$ cat config.mk
export PLATFORM = sky130hd
export DESIGN_NAME = contador_param
export DESIGN_NICKNAME = d
export VERILOG_FILES = /design/src/rtl/contador_param.sv
export SDC_FILE = /design/constraint.sdc
export NUM_CORES = 1
export LEC_CHECK = 0
export ABC_AREA = 1
export BUFFER_PORTS_ARGS = -buffer_cell sky130_fd_sc_hd__buf_2
export CAP_MARGIN = 10
export CORE_MARGIN = 2
export CORE_UTILIZATION = 30
export CTS_BUF_LIST = sky130_fd_sc_hd__clkbuf_16
export DETAILED_ROUTE_END_ITERATION = 7
export GPL_TIMING_DRIVEN = 1
export RECOVER_POWER = 100
export SYNTH_ARGS = -nofsm -noshare
export SYNTH_HDL_FRONTEND = slang
export SYNTH_SLANG_ARGS = --single-unit
$ cat constraint.sdc
create_clock -name clk -period 2.41 [get_ports clk]
set_clock_uncertainty 0.15 [all_clocks]
set_input_delay 0.1205 -clock clk [delete_from_list [all_inputs] [get_ports clk]]
set_output_delay 0.1205 -clock clk [all_outputs]
set_load 0.1 [all_outputs]
$ cat src/rtl/contador_param.sv
// contador_param: WIDTH-bit up / down / down-by-STEP / load counter.
// Q and rco are registered. zero is a combinational decode of Q.
// The carry-in gates only the three count modes, so several instances can be
// cascaded by feeding rco into the next stage's ci. The upper stage then lags
// the lower stage by one cycle, because rco is registered.
// sat selects between clamping at the boundary and wrapping modulo 2^WIDTH.
module contador_param #(
    parameter int WIDTH = 4,
    parameter int STEP  = 3
) (
    input  logic             clk,
    input  logic             reset,
    input  logic             enable,
    input  logic [1:0]       modo,
    input  logic [WIDTH-1:0] D,
    input  logic             ci,
    input  logic             sat,
    output logic [WIDTH-1:0] Q,
    output logic             rco,
    output logic             zero
);

    localparam logic [1:0] MODO_UP   = 2'b00;
    localparam logic [1:0] MODO_DOWN = 2'b01;
    localparam logic [1:0] MODO_STEP = 2'b10;
    localparam logic [1:0] MODO_LOAD = 2'b11;

    localparam logic [WIDTH-1:0] MAX_VAL = {WIDTH{1'b1}};
    localparam logic [WIDTH-1:0] STEP_W  = WIDTH'(STEP);

    // Arithmetic is carried one bit wider than the counter. The top bit of
    // the result is the overflow or borrow flag that marks a boundary hit.
    localparam logic [WIDTH:0] ONE_X  = {{WIDTH{1'b0}}, 1'b1};
    localparam logic [WIDTH:0] STEP_X = {1'b0, STEP_W};

    logic [WIDTH:0]   dec_amount;
    logic [WIDTH:0]   sum_up;
    logic [WIDTH:0]   diff_down;
    logic [WIDTH-1:0] q_next;
    logic             rco_next;

    assign sum_up    = {1'b0, Q} + ONE_X;
    assign diff_down = {1'b0, Q} - dec_amount;
    assign zero      = (Q == '0);

    // Pick the decrement amount for the two down modes.
    always_comb begin
        dec_amount = ONE_X;
        if (modo == MODO_STEP) begin
            dec_amount = STEP_X;
        end
    end

    // Next-state decode.
    // Hold, load and non-boundary counts all leave rco low.
    always_comb begin
        q_next   = Q;
        rco_next = 1'b0;
        if (enable) begin
            case (modo)
                MODO_LOAD: begin
                    q_next = D;
                end
                MODO_UP: begin
                    if (ci) begin
                        if (sum_up[WIDTH]) begin
                            rco_next = 1'b1;
                            q_next   = sat ? MAX_VAL : sum_up[WIDTH-1:0];
                        end else begin
                            q_next = sum_up[WIDTH-1:0];
                        end
                    end
                end
                MODO_DOWN, MODO_STEP: begin
                    if (ci) begin
                        if (diff_down[WIDTH]) begin
                            rco_next = 1'b1;
                            q_next   = sat ? '0 : diff_down[WIDTH-1:0];
                        end else begin
                            q_next = diff_down[WIDTH-1:0];
                        end
                    end
                end
                default: begin
                    q_next   = Q;
                    rco_next = 1'b0;
                end
            endcase
        end
    end

    // Count register and flag. Reset clears both immediately.
    always_ff @(posedge clk or posedge reset) begin
        if (reset) begin
            Q   <= '0;
            rco <= 1'b0;
        end else begin
            Q   <= q_next;
            rco <= rco_next;
        end
    end

endmodule

==> metrics.yaml <==
clocking:
  cts_setup_buffers: 0
  clkSinkCount: 5
  path_clk_slew_ns: 0.03
  cts_buffer_depth: 2
  cts_tree: "yes"
  clk_latency_ns: 0.22
  cts_buffers: 3
  clock-root-buffer: "clkbuf_16"
  hold_buffers: 1
  cts_max_level: 1
  cts_resized: 0
floorplanning:
  io_pins: 17
  die_h_um: 46
  die_width_um: 46
  core-area_um2: 1689
  die-area_um2: 2116
  start_util: 0.3133
  row_count: 15
synth:
  synth_area_leaders: "dfrtp_1 (24%), nand2_1 (15%), ha_1 (14%), nand3_1 (8.5%), nor2_1 (8.5%)"
  ys_seq_area_frac: 0.2364
  ys_types: 20
  ys_warn_count: 0
  netlist_instances: 79
  synth_compound_area_frac: 0.06856
  yosys.area_share.simple: 0.3995
  synth_most_common_cell: "nand2_1"
  syn-cell-area_um2: 529.3
  synth_edf_count: 0
  synth_top_family_by_area: "simple AND/OR/NAND/NOR gates"
  synth_top_cells_by_count: "nand2_1 (21), nor2_1 (12), inv_1 (10), nand3_1 (9), ha_1 (6)"
  synth_top_area_share: 0.2364
  avgSynthCellArea_um2: 6.699
  muxShareOfSynthArea: 0
  synth_fp_nets: 97
  synthAdderAreaFrac: 0.1797
  yosysTopAreaCell: "dfrtp_1"
  ys_seq_elements: 5
  synthArstFlopShare: 1.000
  synth_xor_area_frac: 0.01655
  yosys_most_used_dff: "dfrtp_1"
power:
  total_power_uw: 827.9
  ir_worst_vdd_uv: 424.7
  powerDensity_nw_per_um2: 1165
  power_leakage_nw: 0.3915
timing:
  fin_setup_tns_ns: 0
  post-route-min-period_ns: 1.999
  worst_pin_slew_ns: 1.168
  rsz0062_at_grt: "no"
  setup_viol: 0
  period_share: 0.8295
  slew_viol_final: 0
  fmax_mhz: 500.2
  fin_hold_ws_ns: 0.04086
  relSlewSlack: 0.2245
  finalHoldViolCount: 0
worst_setup_path:
  worstPathRequired_ns: 2.14
  regToRegSetupSlack_ns: 0.64
  worstPathCellList: "clkbuf_1"
  reg2reg_to: "Q[3]$_DFFE_PP0P_"
  endpoint_kind: "primary output"
  path_max_fanout: 11
  crit_path_top_delay_cell: "clkbuf_1"
  crit_type: "reg2out"
  rr_worst_depth: 9
  cpPeakStageDelay_ns: 0.91
  crit_cells: 1
  crit_family: "buffers and inverters"
  critical_path.startpoint: "Q[2]$_DFFE_PP0P_"
  cp_num_buf_inv: 1
  arrival_ns: 1.73
  cp-start-kind: "flip-flop"
  worstReg2RegStart: "Q[0]$_DFFE_PP0P_"
detailed_routing:
  vias: 551
  routed_wl_um: 1257
  wl_per_cell_um: 10.84
  via_per_inst: 4.750
  ant_nets: 0
  drtPass1Iterations: 4
  drt_iter0_drc: 11
  drc: 0
job:
  max-cap-violations: 0
global_routing:
  grt_max_degree: 12
  use_met3: 0.03571
  grt_use_met2: 0.2389
  grt-busiest-layer: "met2"
  overflow: 0
  grt_pass1_vias: 507
  antenna_found_initial: 0
  grtUsageTotal: 0.1410
  use_met1: 0.1766
  grt_pass1_wl_um: 2125
layout:
  layout.nets: 118
  area_delta_synth_final_pct: 34.28
  antennaDiodeCount: 0
  stdcell_count: 116
  fillerInstances: 178
  layout-drive-gt1-share: 0.1919
placed_design:
  port_buffers: 16
  gp_congestion: 0.8373
  dp.cells: 111
  hpwl_um: 955.3
min_path:
  min_path_cells: 3
  hp-class: "in2reg"
  min-delay-start: "enable"
  holdPathEnd: "rco$_DFF_PP0_"
run_status:
  status: "finished clean"
==> layout by cell type, fill, tap and decap left out, drive strengths merged <==
cell type / n
nand2: 22
a211oi: 1
xor2: 1
nand3: 10
nor2: 14
clkbuf: 9
o21ai: 3
inv: 12
buf: 10
ha: 6
dlygate4sd3: 1
a21oi: 2
fa: 1
nor3b: 1
dfrtp: 5
nand4: 1
==> where the power goes <==
group	total [mW]	leakage [nW]	internal [mW]	switching [mW]
logic	0.405	0.285	0.0970	0.308
clock network	0.264	0.0423	0.214	0.0492
registers	0.159	0.0638	0.104	0.0550
==> metal layers <==
layer | vias up | part of all wire
met2 | 18 | 0.49
li1 | 289 | -
met1 | 242 | 0.44
met3 | 2 | 0.063
met5 | - | 0
met4 | 0 | 0.0080
==> registers in the layout, indices dropped and copies added, names as in the netlist <==
signal,count
rco,1
Q,4
==> cell families after synthesis <==
logic type / after synthesis
flip-flops: 5
XOR/XNOR: 1
AO/OA/AOI/OAI: 6
AND/OR/NAND/NOR: 48
buffers and inverters: 12
adder cells (fa/ha/maj): 7
==> layout make-up <==
| type | instances | area (um2) | share of cell area |
|---|---|---|---|
| clock buffer | 3 | 75.07 | 0.1056 |
| sequential | 5 | 125.1 | 0.1761 |
| tap | 17 | 21.27 | 0.02993 |
| clock inverter | 1 | 3.754 | 0.005282 |
| timing repair buffer | 17 | 83.83 | 0.1180 |
| multi-input combinational | 62 | 360.3 | 0.5070 |
| inverter | 11 | 41.29 | 0.05810 |
==> worst max path at each step <==
| stage | end | slack (ns) |
|---|---|---|
| 3_5_place_dp | Q[2]$_DFFE_PP0P_ | 0.69 |
| 2_1_floorplan | Q[2]$_DFFE_PP0P_ | 0.07 |
| 4_1_cts | zero | 0.56 |
| 5_1_grt | Q[2] | 0.37 |
| 6_report | Q[2] | 0.41 |
| 3_3_place_gp | Q[2]$_DFFE_PP0P_ | 0.70 |
==> stage by stage <==
stage | utilization | area (um2) | setup slack, ns
after detailed placement | 0.3733 | 630.6 | 0.6901
final | 0.4207 | 710.7 | 0.4110
after global placement | 0.3733 | 630.6 | 0.6975
after CTS | 0.4259 | 719.4 | 0.5560
after global routing | 0.4207 | 710.7 | 0.3679
after floorplan | - | 540.5 | 0.07300
Power figures use the tool's default switching activity.
